### config.mk
export PLATFORM = sky130hd
export DESIGN_NAME = rng_collector_64
export DESIGN_NICKNAME = d
export VERILOG_FILES = /design/src/rtl/rng_pkg.sv /design/src/rtl/rng_word_fifo.sv /design/src/rtl/rng_collector_64.sv
export SDC_FILE = /design/constraint.sdc
export NUM_CORES = 1
export LEC_CHECK = 0
export ABC_AREA = 1
export CORE_UTILIZATION = 40
export CTS_CLUSTER_DIAMETER = 40
export DETAILED_ROUTE_END_ITERATION = 10
export PLACE_DENSITY_LB_ADDON = 0.2
export SLEW_MARGIN = 20
export SYNTH_ARGS = -nofsm -noshare
export SYNTH_HDL_FRONTEND = slang
export SYNTH_SLANG_ARGS = --single-unit
### constraint.sdc
create_clock -name clk -period 5.8 [get_ports clk]
set_clock_uncertainty 0.1 [all_clocks]
set_input_delay 1.45 -clock clk [delete_from_list [all_inputs] [get_ports clk]]
set_output_delay 1.45 -clock clk [all_outputs]
set_load 0.005 [all_outputs]
### src/rtl/rng_pkg.sv
// Shared types and widths for the LFSR entropy collector.
// Sample, word and counter sizes used by the collector and its FIFO.
package rng_pkg;

  typedef enum logic [1:0] {
    ST_IDLE,
    ST_LOAD,
    ST_COLLECT,
    ST_FAULT
  } state_t;

  localparam int SAMPLE_W         = 16;
  localparam int WORD_W           = 64;
  localparam int SAMPLES_PER_WORD = 4;
  localparam int REP_CNT_W        = 4;
  localparam int PCNT_W           = $clog2(SAMPLES_PER_WORD);
  localparam int PACK_W           = SAMPLE_W * (SAMPLES_PER_WORD - 1);

endpackage

### src/rtl/rng_word_fifo.sv
// Small word FIFO with synchronous flush for packed random words.
// Pointers carry an extra wrap bit so full and empty are unambiguous.
module rng_word_fifo #(
  parameter int W     = 64,
  parameter int DEPTH = 2
) (
  input  logic         clk,
  input  logic         rst,
  input  logic         i_push,
  input  logic         i_pop,
  input  logic         i_flush,
  input  logic [W-1:0] i_data,
  output logic         o_full,
  output logic         o_empty,
  output logic [W-1:0] o_data
);

  localparam int AW = $clog2(DEPTH);

  logic [W-1:0] r_mem [DEPTH];
  logic [AW:0]  r_wptr;
  logic [AW:0]  r_rptr;
  logic         w_push;
  logic         w_pop;

  assign o_empty = (r_wptr == r_rptr);
  assign o_full  = (r_wptr[AW] != r_rptr[AW]) &&
                   (r_wptr[AW-1:0] == r_rptr[AW-1:0]);
  assign w_push  = i_push && !o_full;
  assign w_pop   = i_pop && !o_empty;
  assign o_data  = r_mem[r_rptr[AW-1:0]];

  always_ff @(posedge clk or posedge rst) begin
    if (rst) begin
      r_wptr <= '0;
      r_rptr <= '0;
    end else if (i_flush) begin
      r_wptr <= '0;
      r_rptr <= '0;
    end else begin
      if (w_push) r_wptr <= r_wptr + (AW+1)'(1);
      if (w_pop)  r_rptr <= r_rptr + (AW+1)'(1);
    end
  end

  always_ff @(posedge clk) begin
    if (w_push && !i_flush) r_mem[r_wptr[AW-1:0]] <= i_data;
  end

endmodule

### src/rtl/rng_collector_64.sv
// Seeds the 16-bit LFSR, health-tests its samples and packs
// four accepted samples per 64-bit word into an output FIFO.
module rng_collector_64
  import rng_pkg::*;
#(
  parameter int REP_LIMIT  = 4,
  parameter int FIFO_DEPTH = 2
) (
  input  logic                clk,
  input  logic                rst,
  input  logic                start_i,
  input  logic [SAMPLE_W-1:0] seed_i,
  output logic                load_o,
  output logic [SAMPLE_W-1:0] seed_o,
  input  logic [SAMPLE_W-1:0] entropy16_i,
  input  logic                entropy16_valid_i,
  output logic [WORD_W-1:0]   rnd_o,
  output logic                rnd_valid_o,
  input  logic                rnd_ready_i,
  output logic                fault_o,
  output logic                busy_o
);

  state_t                r_state;
  logic                  r_load;
  logic                  r_busy;
  logic                  r_fault;
  logic [SAMPLE_W-1:0]   r_seed;
  logic [PACK_W-1:0]     r_pack;
  logic [PCNT_W-1:0]     r_pcnt;
  logic [REP_CNT_W-1:0]  r_rep;
  logic [SAMPLE_W-1:0]   r_prev;
  logic                  r_have_prev;

  logic                  w_full;
  logic                  w_empty;
  logic                  w_accept;
  logic                  w_trip;
  logic                  w_push;
  logic                  w_flush;
  logic                  w_last;
  logic [REP_CNT_W-1:0]  w_rep_nxt;
  logic [WORD_W-1:0]     w_word;
  logic [WORD_W-1:0]     w_head;

  // Full is judged on current occupancy; a same-cycle pop frees nothing.
  assign w_accept = (r_state == ST_COLLECT) && entropy16_valid_i &&
                    !w_full && !start_i;

  always_comb begin
    w_rep_nxt = REP_CNT_W'(1);
    if (r_have_prev && (entropy16_i == r_prev))
      w_rep_nxt = r_rep + REP_CNT_W'(1);
  end

  assign w_trip  = w_accept && (w_rep_nxt == REP_CNT_W'(REP_LIMIT));
  assign w_last  = (r_pcnt == PCNT_W'(SAMPLES_PER_WORD - 1));
  assign w_word  = {entropy16_i, r_pack};
  assign w_push  = w_accept && !w_trip && w_last;
  assign w_flush = start_i || w_trip;

  always_ff @(posedge clk or posedge rst) begin
    if (rst) begin
      r_state <= ST_IDLE;
      r_load  <= 1'b0;
      r_busy  <= 1'b0;
      r_fault <= 1'b0;
      r_seed  <= '0;
    end else if (start_i) begin
      r_state <= ST_LOAD;
      r_load  <= 1'b1;
      r_busy  <= 1'b1;
      r_fault <= 1'b0;
      r_seed  <= seed_i;
    end else begin
      unique case (r_state)
        ST_LOAD: begin
          r_state <= ST_COLLECT;
          r_load  <= 1'b0;
        end
        ST_COLLECT: begin
          if (w_trip) begin
            r_state <= ST_FAULT;
            r_busy  <= 1'b0;
            r_fault <= 1'b1;
          end
        end
        ST_IDLE, ST_FAULT: ;
      endcase
    end
  end

  always_ff @(posedge clk or posedge rst) begin
    if (rst) begin
      r_pack      <= '0;
      r_pcnt      <= '0;
      r_rep       <= '0;
      r_prev      <= '0;
      r_have_prev <= 1'b0;
    end else if (w_flush) begin
      r_pack      <= '0;
      r_pcnt      <= '0;
      r_rep       <= '0;
      r_prev      <= '0;
      r_have_prev <= 1'b0;
    end else if (w_accept) begin
      r_prev      <= entropy16_i;
      r_have_prev <= 1'b1;
      r_rep       <= w_rep_nxt;
      if (w_last) begin
        r_pcnt <= '0;
      end else begin
        r_pack[r_pcnt*SAMPLE_W +: SAMPLE_W] <= entropy16_i;
        r_pcnt <= r_pcnt + PCNT_W'(1);
      end
    end
  end

  rng_word_fifo #(
    .W     (WORD_W),
    .DEPTH (FIFO_DEPTH)
  ) u_fifo (
    .clk     (clk),
    .rst     (rst),
    .i_push  (w_push),
    .i_pop   (rnd_valid_o && rnd_ready_i),
    .i_flush (w_flush),
    .i_data  (w_word),
    .o_full  (w_full),
    .o_empty (w_empty),
    .o_data  (w_head)
  );

  assign rnd_valid_o = !w_empty;
  assign rnd_o       = w_empty ? '0 : w_head;
  assign load_o      = r_load;
  assign seed_o      = r_seed;
  assign busy_o      = r_busy;
  assign fault_o     = r_fault;

endmodule

==> reports/qor.yml, run 1 <==
status: "finished clean"
drc: 0
syn_area_per_cell_sq_um: 9.93
worstSetupEndpointType: "primary output"
initial_core_util_pct: 40.9
synth_cells: 969
critPathLaunchType: "flop"
antenna_found_initial: 0
holdPathEnd: "u_fifo.r_mem[1][14]$_DFFE_PP_"
synth.distinct_cells: 37
fmax_mhz: 208
synthFlopType: "edfxtp_1"
io_pins: 121
synthTopCellsByArea: "edfxtp_1 40%, dfrtp_1 25%, nand2_1 15%, a21oi_1 3.5%, nor2_1 2.6%"
wl_per_cell_um: 16.0
ff2ff_setup_slack_ps: 2700
fin_tns_setup_ps: 0
dr.pass1.iters: 7
wl_met2_mm: 10.6
seqPwrFrac_pct: 36.3
gp_congestion: 0.932
critPathKind: "flop to primary output"
route.layer.met1.wl_mm: 10.2
min_path_type: "flop to flop"
drv_slew: 0
cp_max_fo: 32
path_clk_slew_ps: 60
swShare_pct: 31.8
die_y_um: 157
pwr-share-clk_pct: 35.1
grt-ovfl-total: 0
htree_levels: 1
synth.yosys.warnings: 0
synth_top_cell_by_area: "edfxtp_1"
grt_usage_pct: 19.2
crit_required_ps: 4250
fin_area_sq_um: 12100
synth_fp_nets: 1012
synth_edf_count: 128
diodes: 0
dp_hpwl_mm: 14.7
async_reset_ff_share_pct: 42.9
drt_first_iter_violations: 516
synth_top_area_share_pct: 39.9
area_growth_pct: 26.0
drive_above_1_share_pct: 9.10
cp.arrival_ps: 3260
r2r_cells: 8
hold_viol: 0
grt_max_degree: 65
switchingPower_mw: 1.66
cts_tree: "done"
vias: 7058
met3_length_mm: 1.51
clock_sinks: 224
slew_headroom_pct: 34.8
post-place-ws_ps: 1280
p_int_mw: 3.57
ys_seq_area_share_pct: 64.9
combPwrFrac_pct: 28.7
drtAntennaViolNets: 0
clockRootBuffer: "clkbuf_16"
cts.hold.buffers_added: 0
p_leak_nw: 5.11
rr_endpoint: "u_fifo.r_mem[1][34]$_DFFE_PP_"
slowest_delay_ps: 650
cts_max_path_buffers: 3
hold_start: "r_pack[14]$_DFFE_PP0P_"
wirelength_mm: 22.9
cpMaxStageDelayCell: "dfrtp_2"
row_count: 56
layout.nets: 1129
place_area_sq_um: 11100
worstSkewPairLatency_ps: 540
post-route-period-util_pct: 83.0
top_layer: "met4"
cts_made_buffers: 30
finalSetupViolations: 0
min_period_ps: 4810
p_per_area_nw_per_um2: 432
grt_pass1_wl_mm: 36.6
coreArea_sq_um: 23500
ir_worst_vdd_mv: 0.262
path_cells: "inv_2 > buf_4 > nand2_1 > a21oi_1 > clkdlybuf4s50_1"
maxCapViolations: 0
first_global_vias: 6816
die_w_um: 157
tightest_slew_ps: 974
syn-cell-area_sq_um: 9630
regToRegStartpoint: "u_fifo.r_rptr[0]$_DFFE_PP0P_"
rsz0062_at_grt: "no"
cts_resized: 0
die-area_sq_um: 24700
yosys_register_bits: 224
post_cts_buffers: 0
hold_path_depth: 0
vias_per_cell: 4.94
setup_slack_ps: 989
portBuffers: 120
finalPower_mw: 5.24
==> metal layers <==
metal | vias up | track usage [%]
met4 | 0 | 6.20
li1 | 3444 | -
met1 | 3365 | 26.4
met3 | 36 | 3.52
met5 | - | 0
met2 | 213 | 30.8
==> synth_stat cells, drive strengths merged (3+ instances only) <==
master,count
nand4,30
nor3,23
edfxtp,128
nand2,390
xor2,4
a21oi,68
dfrtp,96
nor2,68
ha,6
o211ai,3
o21ai,9
clkbuf,28
o22ai,19
nand3,13
xnor2,4
inv,52
buf,21
==> critical path, delay by kind of cell, from the launching register on <==
kind | cells | cell delay, ps
AOI/OAI and AO/OA | 1 | 370
and+or+nand+nor | 1 | 80
buffers and inverters | 3 | 1610
DFF | 1 | 650
==> cell families (layout without fill, tap and decap cells) <==
group                    count (synthesis)  count (layout)  share of synthesized area [%]
AO/OA/AOI/OAI                          101             101                           5.68
adder cells (fa/ha/maj)                  6               6                          0.780
flip-flops                             224             224                           64.9
buffers and inverters                  102             243                           4.70
XOR/XNOR                                 8               8                          0.728
AND/OR/NAND/NOR                        528             528                           23.2
==> worst max-delay path by stage <==
stage | startpoint | end | slack (ps) | depth (start not counted)
after floorplan | entropy16_i[5] | u_fifo.r_mem[1][0]$_DFFE_PP_ | 510 | 11
after global placement | entropy16_i[2] | u_fifo.r_mem[1][58]$_DFFE_PP_ | 1340 | 12
after detailed placement | entropy16_i[2] | u_fifo.r_mem[1][20]$_DFFE_PP_ | 1280 | 12
after CTS | u_fifo.r_rptr[0]$_DFFE_PP0P_ | rnd_o[52] | 1030 | 5
after global routing | u_fifo.r_rptr[0]$_DFFE_PP0P_ | rnd_o[52] | 880 | 5
final | u_fifo.r_rptr[0]$_DFFE_PP0P_ | rnd_o[52] | 990 | 5
==> registers in the layout (all words and copies together) (netlist names), 2 cells and up <==
register,flops
r_pack,48
r_pcnt,2
r_prev,16
r_rep,4
r_state,2
seed_o,16
u_fifo.r_mem,128
u_fifo.r_rptr,2
u_fifo.r_wptr,2
==> cell type report <==
cell class                      count  area, sq um
Clock inverter                     18          199
Timing Repair Buffer              134         1320
Clock buffer                       38          822
Tap cell                          319          399
Fill cell                        2200        11400
Inverter                           53          200
Sequential cell                   224         6250
Multi-Input combinational cell    643         2940
==> power groups by stage <==
stage               registers [mW]  logic (mW)  clock network (mW)
global route                  1.91        1.67                1.93
global placement              1.93        1.52                   0
CTS                           1.90        1.52                1.87
floorplan                     1.89       0.796                   0
detailed placement            1.93        1.51                   0
finish                        1.90        1.50                1.84
==> through the flow <==
step           hold WS [ps]  std cells  util (%)
3_3_place_gp            351       1373      47.2
5_1_grt                 380       1429      51.5
4_1_cts                 362       1429      51.5
6_report                360       1429      51.5
3_5_place_dp            351       1373      47.2
2_1_floorplan           342        969         -
==> cells in the final DEF, fill, tap and decap left out, types with 3 or more instances in the layout <==
master	Yosys	layout
o22ai_1	19	19
nand2_1	384	384
nand4_1	29	29
edfxtp_1	128	128
nor3_1	21	20
nand3_4	3	3
a21oi_1	68	68
o211ai_1	3	3
clkbuf_16	0	31
clkdlybuf4s50_1	0	120
inv_6	0	5
xnor2_1	4	4
clkinv_2	0	6
nor2_1	66	66
inv_1	36	34
dfrtp_1	96	95
clkbuf_1	28	5
nand3_1	9	9
inv_2	16	17
bufinv_16	0	3
o21ai_0	5	5
buf_4	4	13
o21ai_1	3	3
ha_1	6	6
xor2_1	4	4
nand2_2	6	6
Power figures use the tool's default switching activity.
==> inputs of run 2 (changes only) <==
Clock period 5.8 ns to 4.6 ns, I/O delays scaled along.
==> run 2 against run 1 <==
Net effect:
- first-iteration DRC count shrank 17%
- count of clock-buffer cells in the layout is 2 lower
- sequential power increased by 26%
- wire length about the same
- cell count is the same
- worst setup slack got worse by 710 ps
- critical path type unchanged
- critical endpoint unchanged
==> reports/qor.yml, run 2 (synthesized netlist as in run 1, its figures left out) <==
status: "finished clean"
grt_pass1_wl_mm: 37.2  # +1.8%
cts_tree: "done"
min_path_type: "flop to flop"
slowest_delay_ps: 650  # about the same
multi_input_area_sq_um: 2940  # unchanged
cts_made_buffers: 30  # unchanged
vias_per_cell: 4.95  # +0.18%
cpMaxStageDelayCell: "dfrtp_2"
finalSetupViolations: 0  # unchanged
grt-ovfl-total: 0  # unchanged
drc: 0  # unchanged
rsz0062_at_grt: "no"
grt_use_met3_pct: 3.77  # +0.25 points
die-area_sq_um: 24700  # unchanged
area_growth_pct: 26.0  # about the same
fmax_mhz: 231
p_per_area_nw_per_um2: 539  # +25%
grt_usage_pct: 19.4  # +0.17 points
post_cts_buffers: 0  # unchanged
final_common_cell: "nand2_1"
drt_first_iter_violations: 426  # -17%
wirelength_mm: 22.9  # about the same
dp_hpwl_mm: 14.5  # -1.2%
drv_slew: 0  # unchanged
critPathKind: "flop to primary output"
row_count: 56  # unchanged
io_pins: 121  # unchanged
htree_levels: 1  # unchanged
worstSetupEndpointType: "primary output"
busiest_layer: "met2"
min_period_ps: 4320
hold_viol: 0  # unchanged
drive_above_1_share_pct: 9.10  # unchanged
tightest_slew_ps: 927  # -47.2 ps
cts_resized: 0  # unchanged
critPathLaunchType: "flop"
clockRootBuffer: "clkbuf_16"
utilization_pct: 51.5  # about the same
seq_area_sq_um: 6250  # unchanged
worstSkewPairLatency_ps: 550  # about the same
maxCapViolations: 0  # unchanged
mostFrequentLayoutCells: "384 x nand2_1, 128 x edfxtp_1, 120 x clkdlybuf4s50_1, 95 x dfrtp_1, 68 x a21oi_1"
r2r_cells: 8  # unchanged
antenna_found_initial: 0  # unchanged
coreArea_sq_um: 23500  # unchanged
post-route-period-util_pct: 94.0
hold_path_depth: 0  # unchanged
diodes: 0  # unchanged
p_leak_nw: 5.09  # -0.24%
drtAntennaViolNets: 0  # unchanged
ir_worst_vdd_mv: 0.299  # +14%
n_fill_cell: 2198  # -0.091%
gp_congestion: 0.907  # -2.8%
cp.arrival_ps: 3070  # -190 ps
vias: 7071  # +0.18%
clock_sinks: 224  # unchanged
initial_core_util_pct: 40.9  # unchanged
grt_util_met1_pct: 27.1  # +0.70 points
slew_headroom_pct: 38.2  # +3.4 points
crit_required_ps: 3350  # -900 ps
largest_reg_flops: 128  # unchanged
cts.hold.buffers_added: 0  # unchanged
cp_max_fo: 44  # +38%
path_clk_slew_ps: 60  # about the same
fin_tns_setup_ps: 0  # unchanged
wl_per_cell_um: 16.0  # about the same
cts_max_path_buffers: 3  # unchanged
use_met2_pct: 30.3  # -0.51 points
die_y_um: 157  # unchanged
portBuffers: 120  # unchanged
path_cells: "inv_2 > buf_12 > nand2_1 > a21oi_1 > clkdlybuf4s50_1"
dr.pass1.iters: 5  # -2
first_global_vias: 7004  # +2.8%
grt_max_degree: 65  # unchanged
layout.nets: 1129  # unchanged
die_w_um: 157  # unchanged
==> run 2: cell types whose count changed in the layout (fill, tap and decap cells not counted), sizes merged <==
cell | before | now
bufinv | 3 | 2
clkinvlp | 1 | 3
inv | 57 | 55
clkinv | 10 | 13
clkbuf | 38 | 36
==> run 2: final cells by class <==
class	instances	area share, %
Timing Repair Buffer	134	11.1
Clock inverter	20	1.79
Inverter	53	1.65
Tap cell	319	3.29
Clock buffer	36	6.46
Multi-Input combinational cell	643	24.2
Sequential cell	224	51.5
==> run 2: final timing paths <==
check                                        startpoint                             to  slack [ps]
setup / recovery           u_fifo.r_rptr[0]$_DFFE_PP0P_                      rnd_o[52]         280
hold / removal                   r_pack[13]$_DFFE_PP0P_  u_fifo.r_mem[1][13]$_DFFE_PP_         360
setup reg to reg           u_fifo.r_rptr[0]$_DFFE_PP0P_  u_fifo.r_mem[0][20]$_DFFE_PP_        1420
hold reg to reg                  r_pack[13]$_DFFE_PP0P_  u_fifo.r_mem[1][13]$_DFFE_PP_         360
max in group asynchronous                           rst          r_prev[6]$_DFFE_PP0N_        2630
min in group asynchronous                           rst   u_fifo.r_wptr[1]$_DFFE_PP0P_        1020
==> run 2: where the power goes <==
group | switching, mW | total (mW) | internal (mW) | leakage [nW]
sequential | 0.117 | 2.40 | 2.28 | 2.46
combinational | 1.10 | 1.90 | 0.796 | 2.15
clock | 0.895 | 2.25 | 1.35 | 0.480
==> run 2: critical path: cells and delay by family, from the launching register on <==
family	cells	cell delay (ps)
AO/OA/AOI/OAI	1	340
buffers and inverters	3	1350
flip-flops	1	650
AND/OR/NAND/NOR	1	90
==> run 2: metal layers <==
| metal | vias to the layer above | wire (um) | part of all wire [%] |
|---|---|---|---|
| li1 | 3457 | - | - |
| met1 | 3372 | 10700 | 47 |
| met2 | 196 | 10200 | 45 |
| met3 | 46 | 1360 | 5.9 |
| met4 | 0 | 603 | 2.6 |
| met5 | - | 0 | 0 |
==> run 2: through the flow <==
step	cell area [sq um]	setup WS (ps)	power, mW	std cells	hold slack [ps]
after floorplan	9640	592	3.38	969	342
after CTS	12100	272	6.63	1429	358
final	12100	278	6.54	1429	358
after global routing	12100	168	6.89	1429	379
after global placement	11100	530	4.36	1373	352
after detailed placement	11100	516	4.36	1373	355
==> inputs of run 3 (changes only) <==
Settings changed: RECOVER_POWER from default to 50.
Clock period 4.6 ns to 4 ns, I/O delays scaled along.
==> run 3 against run 2 <==
Net effect:
- the flow now finishes with violations (capacitance limit, slew limit)
- wire length down 1.3%
- utilization up 0.14 points
- clock power up 16%
- via count down 1.2%
- critical path depth up 2
- die area unchanged
- worst setup slack better by 43 ps
- first-iteration DRC count up 12%
- hold slack better by 10 ps
- register-to-register slack worse by 130 ps
- total power up 16%
- critical path type unchanged
- largest power group unchanged
- highest routed layer unchanged
==> reports/qor.yml, run 3 (synthesized netlist as in run 1, its figures left out) <==
grt_max_degree: 65  # unchanged
initial_core_util_pct: 40.9  # unchanged
maxCapViolations: 1  # +1
path_clk_slew_ps: 60  # about the same
cp_top_family: "buffers and inverters"
final_common_cell: "nand2_1"
io_pins: 121  # unchanged
tightest_slew_ps: 1750  # +826 ps
slowest_delay_ps: 580  # -70 ps
clockRootBuffer: "clkbuf_16"
status: "finished with violations"
critPathBufInv: 4  # +1
die-area_sq_um: 24700  # unchanged
drtAntennaViolNets: 0  # unchanged
vias: 6983  # -1.2%
min_path_type: "flop to flop"
cp.arrival_ps: 2580  # -490 ps
p_leak_nw: 5.13  # +0.72%
grt-ovfl-total: 0  # unchanged
die_w_um: 157  # unchanged
rsz0062_at_grt: "no"
cts_tree: "done"
diodes: 0  # unchanged
slew_headroom_pct: -17.5  # -56 points
critPathKind: "flop to primary output"
crit_end: "rnd_o[52]"
fmax_mhz: 272
worstSetupEndpointType: "primary output"
die_y_um: 157  # unchanged
fin_tns_setup_ps: 0  # unchanged
drv_slew: 37  # +37
post_cts_buffers: 0  # unchanged
first_global_vias: 6935  # -0.99%
regToRegStartpoint: "r_rep[0]$_DFFE_PP0N_"
violations: "capacitance limit, slew limit"
r2r_cells: 9  # +1
post-place-ws_ps: 326  # -190 ps
antenna_found_initial: 0  # unchanged
gp_congestion: 0.861  # -5.0%
cts_made_buffers: 29  # -3.3%
cts_max_path_buffers: 3  # unchanged
coreArea_sq_um: 23500  # unchanged
drive_above_1_share_pct: 9.07  # -0.025 points
grt_usage_pct: 19.2  # -0.20 points
rr_endpoint: "u_fifo.r_mem[1][62]$_DFFE_PP_"
cp_num_cells: 7  # +2
dr.pass1.iters: 5  # unchanged
hold_viol: 0  # unchanged
wl_per_cell_um: 15.8  # -1.6%
wirelength_mm: 22.6  # -1.3%
min_period_ps: 3680
cpMaxStageDelayCell: "clkdlybuf4s50_1"
drc: 0  # unchanged
portBuffers: 120  # unchanged
cts_resized: 0  # unchanged
largest_reg_flops: 128  # unchanged
ir_worst_vdd_mv: 0.377  # +26%
finalSetupViolations: 0  # unchanged
row_count: 56  # unchanged
layout.nets: 1133  # +0.35%
grt_pass1_wl_mm: 36.9  # -1.0%
clock_sinks: 224  # unchanged
critPathLaunchType: "flop"
n_fill_cell: 2156  # -1.9%
cts.hold.buffers_added: 0  # unchanged
path_cells: "xor2_1 > inv_1 > nand2_1 > inv_2 > buf_12 > a21oi_1 > clkdlybuf4s50_1"
setup_slack_ps: 321  # +43.2 ps
vias_per_cell: 4.88  # -1.5%
dp_hpwl_mm: 14.5  # +0.12%
p_per_area_nw_per_um2: 622  # +15%
crit_required_ps: 2900  # -450 ps
crit_path_start: "u_fifo.r_wptr[1]$_DFFE_PP0P_"
cp_max_fo: 64  # +45%
ff2ff_setup_slack_ps: 1290  # -130 ps
drt_first_iter_violations: 479  # +12%
hold_path_depth: 2  # +2
worstSkewPairLatency_ps: 550  # about the same
area_growth_pct: 26.3
mostFrequentLayoutCells: "385 x nand2_1, 128 x edfxtp_1, 95 x dfrtp_1, 83 x clkdlybuf4s50_1, 68 x a21oi_1"
post-route-period-util_pct: 92.0
htree_levels: 1  # unchanged
run 3: layout make-up:
type	count	area (sq um)	area share (%)
inverters	53	200	1.65
well taps	319	399	3.28
clock buffers	36	803	6.60
multi-input cells	643	2920	24.0
clock inverters	18	208	1.71
flip-flops and latches	224	6250	51.4
repair buffers	139	1380	11.4
run 3: worst min-delay path: cells and delay by family, from the launching register on:
kind,cells,cell delay (ps)
and+or+nand+nor,2,100
DFF,1,340
run 3: routing by layer:
layer  routed length [um]  vias to the layer above  track usage [%]
met4                  483                        0             5.59
met5                    0                        -                0
met2                10300                      206             30.5
li1                     -                     3457                -
met1                10400                     3284             27.1
met3                 1350                       36             3.11
run 3: worst min path at each step:
stage	from	to	slack, ps
3_5_place_dp	r_pack[40]$_DFFE_PP0P_	u_fifo.r_mem[1][40]$_DFFE_PP_	360
4_1_cts	r_pack[40]$_DFFE_PP0P_	u_fifo.r_mem[1][40]$_DFFE_PP_	370
3_3_place_gp	r_pack[40]$_DFFE_PP0P_	u_fifo.r_mem[0][40]$_DFFE_PP_	350
6_report	seed_o[12]$_DFFE_PP0P_	seed_o[12]$_DFFE_PP0P_	370
2_1_floorplan	r_pack[0]$_DFFE_PP0P_	u_fifo.r_mem[0][0]$_DFFE_PP_	340
5_1_grt	seed_o[10]$_DFFE_PP0P_	seed_o[10]$_DFFE_PP0P_	380
run 3: stage by stage:
| step | cell area, sq um | util (%) | power, mW | hold WS (ps) | std cells |
|---|---|---|---|---|---|
| final | 12200 | 51.7 | 7.56 | 368 | 1432 |
| after global routing | 12200 | 51.7 | 7.98 | 383 | 1432 |
| after CTS | 12200 | 51.8 | 7.68 | 375 | 1432 |
| after detailed placement | 11200 | 47.5 | 5.04 | 357 | 1378 |
| after global placement | 11200 | 47.5 | 5.04 | 352 | 1378 |
| after floorplan | 9640 | - | 3.89 | 342 | 969 |
run 3: report_power, final:
| part | switching (mW) | internal, mW |
|---|---|---|
| sequential | 0.0955 | 2.62 |
| clock | 1.02 | 1.59 |
| combinational | 1.29 | 0.938 |
| total | 2.41 | 5.15 |
